$ cat src/rtl/vscale_htif_multi_monitor.sv
// Host-side tohost monitor for one or more vscale cores.
// Polls each core's tohost CSR round-robin over its HTIF PCR port, optionally
// clears it after a nonzero read, and folds pass/fail/timeout into one status.
module vscale_htif_multi_monitor #(
    parameter int          N_CORES      = 2,
    parameter int          PCR_WIDTH    = 64,
    parameter logic [11:0] TOHOST_ADDR  = 12'h780,
    parameter logic [63:0] MAX_CYCLES   = 64'd0,
    parameter int          RESP_TIMEOUT = 256,
    parameter bit          CLEAR_TOHOST = 1'b1,
    parameter int          CORE_W       = $clog2(N_CORES > 1 ? N_CORES : 2)
) (
    input  logic                           clk,
    input  logic                           reset,
    input  logic                           pause,
    output logic [N_CORES-1:0]             htif_pcr_req_valid,
    input  logic [N_CORES-1:0]             htif_pcr_req_ready,
    output logic                           htif_pcr_req_rw,
    output logic [11:0]                    htif_pcr_req_addr,
    output logic [PCR_WIDTH-1:0]           htif_pcr_req_data,
    input  logic [N_CORES-1:0]             htif_pcr_resp_valid,
    output logic [N_CORES-1:0]             htif_pcr_resp_ready,
    input  logic [N_CORES*PCR_WIDTH-1:0]   htif_pcr_resp_data,
    output logic                           done,
    output logic                           pass,
    output logic                           fail,
    output logic                           timeout,
    output logic [CORE_W-1:0]              fail_core,
    output logic [PCR_WIDTH-2:0]           fail_code,
    output logic [N_CORES-1:0]             passed_mask,
    output logic [63:0]                    cycle_count
);

    // state     | meaning
    // S_REQ_RD  | read request to core cur outstanding
    // S_RESP_RD | waiting for tohost read data from core cur
    // S_REQ_WR  | clear (write 0) request to core cur outstanding
    // S_RESP_WR | waiting for clear write response from core cur
    // S_NEXT    | pick next unpassed core, or finish if all passed
    // S_DONE    | run finished, bus idle until reset
    typedef enum logic [2:0] {
        S_REQ_RD, S_RESP_RD, S_REQ_WR, S_RESP_WR, S_NEXT, S_DONE
    } state_t;

    localparam logic [31:0] HS_LOAD = 32'(RESP_TIMEOUT - 1);

    state_t                 state, state_nxt;
    logic [CORE_W-1:0]      cur, cur_nxt, next_idx;
    logic [31:0]            hs_cnt;
    logic                   active;
    logic                   step, in_hs, hs_event, hs_to, glob_to, rd_sample;
    logic                   sel_req_ready, sel_resp_valid, found;
    logic [PCR_WIDTH-1:0]   resp_d;
    logic [N_CORES-1:0]     cur_onehot;
    logic                   d_pass, d_fail;

    // Select the handshake signals and data of the core currently polled.
    always_comb begin
        sel_req_ready  = 1'b0;
        sel_resp_valid = 1'b0;
        resp_d         = '0;
        cur_onehot     = '0;
        for (int k = 0; k < N_CORES; k++) begin
            if (cur == CORE_W'(k)) begin
                sel_req_ready  = htif_pcr_req_ready[k];
                sel_resp_valid = htif_pcr_resp_valid[k];
                resp_d         = htif_pcr_resp_data[k*PCR_WIDTH +: PCR_WIDTH];
                cur_onehot[k]  = 1'b1;
            end
        end
    end

    // Round-robin search for the next core that has not yet reported pass.
    always_comb begin
        next_idx = cur;
        found    = 1'b0;
        for (int i = 1; i <= N_CORES; i++) begin
            if (!found && !passed_mask[(int'(cur) + i) % N_CORES]) begin
                next_idx = CORE_W'((int'(cur) + i) % N_CORES);
                found    = 1'b1;
            end
        end
    end

    // active masks the first cycle after reset so all outputs read 0 during reset.
    assign step      = active && !pause;
    assign in_hs     = (state == S_REQ_RD) || (state == S_RESP_RD) ||
                       (state == S_REQ_WR) || (state == S_RESP_WR);
    assign hs_event  = (state == S_REQ_RD || state == S_REQ_WR) ? sel_req_ready : sel_resp_valid;
    assign hs_to     = step && in_hs && !hs_event && (hs_cnt == 32'd0);
    assign glob_to   = step && (MAX_CYCLES != 64'd0) && (state != S_DONE) &&
                       (cycle_count == MAX_CYCLES - 64'd1);
    assign rd_sample = step && (state == S_RESP_RD) && sel_resp_valid;
    assign d_pass    = (resp_d == PCR_WIDTH'(1));
    assign d_fail    = (resp_d != '0) && !d_pass;

    // State, core pointer, handshake down-counter and cycle counter.
    always_ff @(posedge clk) begin
        if (reset) begin
            state       <= S_REQ_RD;
            cur         <= '0;
            hs_cnt      <= HS_LOAD;
            active      <= 1'b0;
            cycle_count <= 64'd0;
        end else begin
            active <= 1'b1;
            state  <= state_nxt;
            cur    <= cur_nxt;
            if (step) begin
                if (state_nxt != state)
                    hs_cnt <= HS_LOAD;
                else if (hs_cnt != 32'd0)
                    hs_cnt <= hs_cnt - 32'd1;
                if (state != S_DONE)
                    cycle_count <= cycle_count + 64'd1;
            end
        end
    end

    // Next-state logic; a global timeout overrides whatever the FSM would do.
    always_comb begin
        state_nxt = state;
        cur_nxt   = cur;
        if (step) begin
            case (state)
                S_REQ_RD:  if (sel_req_ready) state_nxt = S_RESP_RD;
                           else if (hs_to)    state_nxt = S_DONE;
                S_RESP_RD: if (sel_resp_valid) begin
                               if (d_pass)      state_nxt = CLEAR_TOHOST ? S_REQ_WR : S_NEXT;
                               else if (d_fail) state_nxt = CLEAR_TOHOST ? S_REQ_WR : S_DONE;
                               else             state_nxt = S_NEXT;
                           end else if (hs_to) state_nxt = S_DONE;
                S_REQ_WR:  if (sel_req_ready) state_nxt = S_RESP_WR;
                           else if (hs_to)    state_nxt = S_DONE;
                S_RESP_WR: if (sel_resp_valid) state_nxt = fail ? S_DONE : S_NEXT;
                           else if (hs_to)     state_nxt = S_DONE;
                S_NEXT:    if (&passed_mask) state_nxt = S_DONE;
                           else begin
                               state_nxt = S_REQ_RD;
                               cur_nxt   = next_idx;
                           end
                default:   state_nxt = S_DONE;
            endcase
            if (glob_to) state_nxt = S_DONE;
        end
    end

    // Sticky result flags; only the first error is recorded in fail_core/fail_code.
    always_ff @(posedge clk) begin
        if (reset) begin
            pass        <= 1'b0;
            fail        <= 1'b0;
            timeout     <= 1'b0;
            fail_core   <= '0;
            fail_code   <= '0;
            passed_mask <= '0;
        end else if (step) begin
            if (rd_sample && d_pass)
                passed_mask <= passed_mask | cur_onehot;
            if (((rd_sample && d_fail) || hs_to || glob_to) && !fail && !timeout)
                fail_core <= cur;
            if (rd_sample && d_fail && !fail) begin
                fail      <= 1'b1;
                fail_code <= resp_d[PCR_WIDTH-1:1];
            end
            if (hs_to || glob_to)
                timeout <= 1'b1;
            if ((state == S_NEXT && &passed_mask) ||
                (glob_to && rd_sample && d_pass && &(passed_mask | cur_onehot)))
                pass <= 1'b1;
        end
    end

    // Bus outputs decoded from state; everything idle while in reset.
    always_comb begin
        htif_pcr_req_valid  = '0;
        htif_pcr_resp_ready = '0;
        htif_pcr_req_rw     = 1'b0;
        htif_pcr_req_addr   = active ? TOHOST_ADDR : 12'h000;
        htif_pcr_req_data   = '0;
        done                = 1'b0;
        if (active) begin
            case (state)
                S_REQ_RD:  htif_pcr_req_valid = cur_onehot;
                S_RESP_RD: htif_pcr_resp_ready = cur_onehot;
                S_REQ_WR:  begin
                    htif_pcr_req_valid = cur_onehot;
                    htif_pcr_req_rw    = 1'b1;
                end
                S_RESP_WR: begin
                    htif_pcr_resp_ready = cur_onehot;
                    htif_pcr_req_rw     = 1'b1;
                end
                S_DONE:    done = 1'b1;
                default:   ;
            endcase
        end
    end

endmodule

$ cat config.mk
export PLATFORM = sky130hd
export DESIGN_NAME = vscale_htif_multi_monitor
export DESIGN_NICKNAME = d
export VERILOG_FILES = /design/src/rtl/vscale_htif_multi_monitor.sv
export SDC_FILE = /design/constraint.sdc
export NUM_CORES = 1
export LEC_CHECK = 0
export CAP_MARGIN = 10
export CORE_ASPECT_RATIO = 1.1
export CORE_MARGIN = 4
export CORE_UTILIZATION = 45
export CTS_BUF_LIST = sky130_fd_sc_hd__clkbuf_8
export CTS_CLUSTER_DIAMETER = 40
export DETAILED_ROUTE_END_ITERATION = 12
export GPL_ROUTABILITY_DRIVEN = 0
export PLACE_DENSITY = 0.81
export SLEW_MARGIN = 30
export SYNTH_ARGS = -nofsm -noshare
export SYNTH_HDL_FRONTEND = slang
export SYNTH_SLANG_ARGS = --single-unit
$ cat constraint.sdc
create_clock -name clk -period 3.6 [get_ports clk]
set_input_delay 0.72 -clock clk [delete_from_list [all_inputs] [get_ports clk]]
set_output_delay 0.72 -clock clk [all_outputs]
set_load 0.005 [all_outputs]
==> results of run 1 <==
[metrics by stage]
stage	instances	area [um^2]	hold slack, ns	worst slack, ns
finish	1542	11900	0.461	0.538
CTS	1539	11900	0.466	0.533
floorplan	1098	8970	0.438	0.970
detailed placement	1507	11400	0.453	0.363
global placement	1507	11400	0.446	0.417
global route	1541	11900	0.508	0.367
[sequential cells by signal (all words and copies together) (netlist names)]
register     count
fail_code       63
hs_cnt          32
passed_mask      2
fail             1
state            3
pass             1
fail_core        1
timeout          1
cur              1
active           1
cycle_count     64
[report_power, final]
group | leakage [nW] | total (W) | switching (W) | internal, W
Sequential | 1.37 | 0.00191 | 0.0000172 | 0.00190
Clock | 0.234 | 0.00159 | 0.000752 | 0.000842
Combinational | 2.49 | 0.000403 | 0.000189 | 0.000215
[cells in the final DEF (no fill, tap or decap), types with 7 or more instances in the layout]
cell type / Yosys / final
xnor2_1: 14 / 14
nor2_1: 168 / 168
conb_1: 1 / 72
a211oi_1: 63 / 63
inv_1: 10 / 10
nand4_1: 29 / 29
mux2i_1: 65 / 65
nand3_1: 40 / 40
a21oi_1: 22 / 22
clkbuf_8: 0 / 17
and3_1: 18 / 18
dfxtp_1: 170 / 169
nand2_1: 53 / 53
and4_1: 11 / 11
xor2_1: 54 / 54
buf_4: 76 / 20
clkdlybuf4s50_1: 0 / 276
a31oi_1: 7 / 7
or3_1: 8 / 8
nor3_1: 22 / 22
o21ai_0: 20 / 20
nor4_1: 44 / 44
[logic make-up (layout without fill, tap and decap cells)]
kind of cell / count (synthesis) / in the layout / share of synthesized area [%]
AND/OR/NAND/NOR: 426 / 426 / 24.3
flip-flops: 170 / 170 / 39.1
AO/OA/AOI/OAI: 145 / 145 / 11.5
buffers and inverters: 145 / 339 / 9.77
multiplexers: 69 / 69 / 7.99
XOR/XNOR: 68 / 68 / 6.84
adder cells (fa/ha/maj): 3 / 3 / 0.431
other: 1 / 75 / 0.0431
[cell type report]
cell class / instances / area (um^2) / area share, %
inverter: 10 / 37.5 / 0.316
sequential: 170 / 3410 / 28.7
multi-input combinational: 783 / 4720 / 39.7
timing repair buffer: 297 / 2930 / 24.7
clock buffer: 17 / 234 / 1.97
tap: 247 / 309 / 2.60
antenna: 3 / 7.51 / 0.0632
clock inverter: 15 / 235 / 1.98
[synth_stat cells, types with 4 or more instances]
master | count | area share (%)
nand4_1 | 29 | 2.1
buf_1 | 5 | 0.22
mux2i_1 | 65 | 7.5
o21ai_0 | 20 | 1.1
nor3_1 | 22 | 1.3
a211oi_1 | 63 | 5.4
buf_2 | 5 | 0.29
and4_1 | 11 | 1.1
a31oi_1 | 7 | 0.50
xor2_1 | 54 | 5.4
mux2_2 | 4 | 0.52
nor4_1 | 44 | 3.2
inv_1 | 10 | 0.43
nand2_1 | 53 | 2.3
or4_1 | 5 | 0.43
clkbuf_1 | 47 | 2.0
o31ai_1 | 5 | 0.43
a21oi_1 | 22 | 1.3
nand3_1 | 40 | 2.3
or3_1 | 8 | 0.57
xnor2_1 | 14 | 1.4
or2_2 | 4 | 0.29
dfxtp_1 | 170 | 39
buf_4 | 76 | 6.6
o21a_1 | 4 | 0.34
and3_1 | 18 | 1.3
and2_1 | 5 | 0.36
nor2_1 | 168 | 7.2
[worst min-delay path by stage]
stage | start | endpoint | slack [ns] | cells past startpoint
final | fail_core | fail_core | 0.46 | 2
after global routing | fail_core | fail_core | 0.51 | 2
after CTS | fail_core | fail_core | 0.47 | 2
after detailed placement | fail_core | fail_core | 0.45 | 2
after global placement | fail_core | fail_core | 0.45 | 2
after floorplan | hs_cnt[25] | hs_cnt[25] | 0.44 | 2
[layer usage]
metal  track usage [%]  vias up  wire, um
met2              40.8      336     13300
met5                 0        -        13
li1                  -     4050         -
met4              9.97        2      1010
met1              30.4     3876     11200
met3              5.88       67      2000
[critical path, cell delays in order (launching register included)]
cell and delay [ns]:
dfxtp_1 0.36, or4_4 0.58, or3_1 0.45, nor4_1 0.53
a32oi_1 0.25, nand3_2 0.22, buf_4 0.24, o21ai_0 0.11
a32o_1 0.21
==> reports/results.txt, run 1 <==
Status: completed
RR Startpoint: hs_cnt[20]
Vias in the first global route: 7865
Critical Path End Type: flop
Post-Route Setup TNS: 0 ns
Cells after synthesis: 1027
Leak: 4.10 nW
Register area share after synthesis: 39.1%
Input/output buffers: 277
Synthesized flop and latch total: 170
Worst-path fanout max: 15
Layout Area Growth over Synthesis: 36.5%
Post-CTS sizing: 0
Initial Utilization: 45.7%
Antenna violations before repair: 3
Clk sink count: 170
Clk root buf: clkbuf_8
Unrepaired setup endpoints after global routing: false
Worst Reg2Reg Path Length in Cells: 8
Clock Path Buffers: 2
WL per Instance: 17.8 um
Warnings from Yosys: 0
Cell Rows: 53
Fillers: 1636
IO Pins: 350
Crit Reg-Reg Endpoint: hs_cnt[9]
Final ANT Viol Nets: 0
Final Max Tran Viols: 0
# Post-CTS Setup Buffers: 0
Worst slew margin: 54.0%
Chip height: 154 um
R2R Setup Slk: 0.54 ns
Core ar.: 19000 um^2
Post-cts hold buffer count: 0
Period utilization: 85.1%
Initial DRC Count: 528
Highest Clock Rate: 327 MHz
Final wirelength: 27500 um
Post-synth EDFFs: 0
Die area: 21600 um^2
Clk Latency, worst-skew pair: 0.46 ns
Critical path class: flop to flop
Die width: 141 um
Synth async-reset ratio: 0%
First-pass GRT wire length: 42500 um
Gr ovfl total: 0
CP endpoint: hs_cnt[9]
Total power: 0.00391 W
Hold WC Path Type: flop to flop
Synth cell types: 60
DR vias: 8331
Total CTS buffers: 17
Most used DFF post-synth: dfxtp_1
Final setup vio count: 0
Worst EP arrival: 3.42 ns
Drt via density: 5.40
H-tree levels: 4
Tightest Pin Transition: 0.690 ns
Clk slew on worst S/H paths: 0.09 ns
Share of cells above drive strength 1: 5.65%
CTS tree: yes
Max-cap violations: 0
Synthesized cell area: 8700 um^2
Crit start category: flop
Fin util: 62.4%
CP Launch Point: hs_cnt[20]
Min cycle time layout: 3.06 ns
TritonRoute pass-1 iters: 5
Syn avg cell area: 8.48 um^2
Largest net degree at the start of global routing: 127
Nets: 1417
VDD IR-drop max: 0.245 mV
Setup Skew: 0.0107 ns
Post-route DRC: 0
Pwr per Cell Area: 329 nW/um^2
Final Hold Vio Count: 0
Worst EP required: 3.96 ns
Total track usage: 24.5%
Dpl hpwl: 21200 um
Power figures use the tool's default switching activity.
==> run 2: changes to the inputs <==
--- a/config.mk
+++ b/config.mk
@@ -11,6 +11,7 @@
 export CORE_UTILIZATION = 45
 export CTS_BUF_LIST = sky130_fd_sc_hd__clkbuf_8
 export CTS_CLUSTER_DIAMETER = 40
+export CTS_CLUSTER_SIZE = 28
 export DETAILED_ROUTE_END_ITERATION = 12
 export GPL_ROUTABILITY_DRIVEN = 0
 export PLACE_DENSITY = 0.81
==> results of run 2 <==
Same layout as run 1: the final DEF is identical, and so are final timing and power.
==> run 3: changes to the inputs <==
--- a/config.mk
+++ b/config.mk
@@ -5,6 +5,7 @@
 export SDC_FILE = /design/constraint.sdc
 export NUM_CORES = 1
 export LEC_CHECK = 0
+export ABC_CLOCK_PERIOD_IN_PS = 3600
 export CAP_MARGIN = 10
 export CORE_ASPECT_RATIO = 1.1
 export CORE_MARGIN = 4
==> results of run 3 <==
Same layout as run 1: the final DEF is identical, and so are final timing and power.
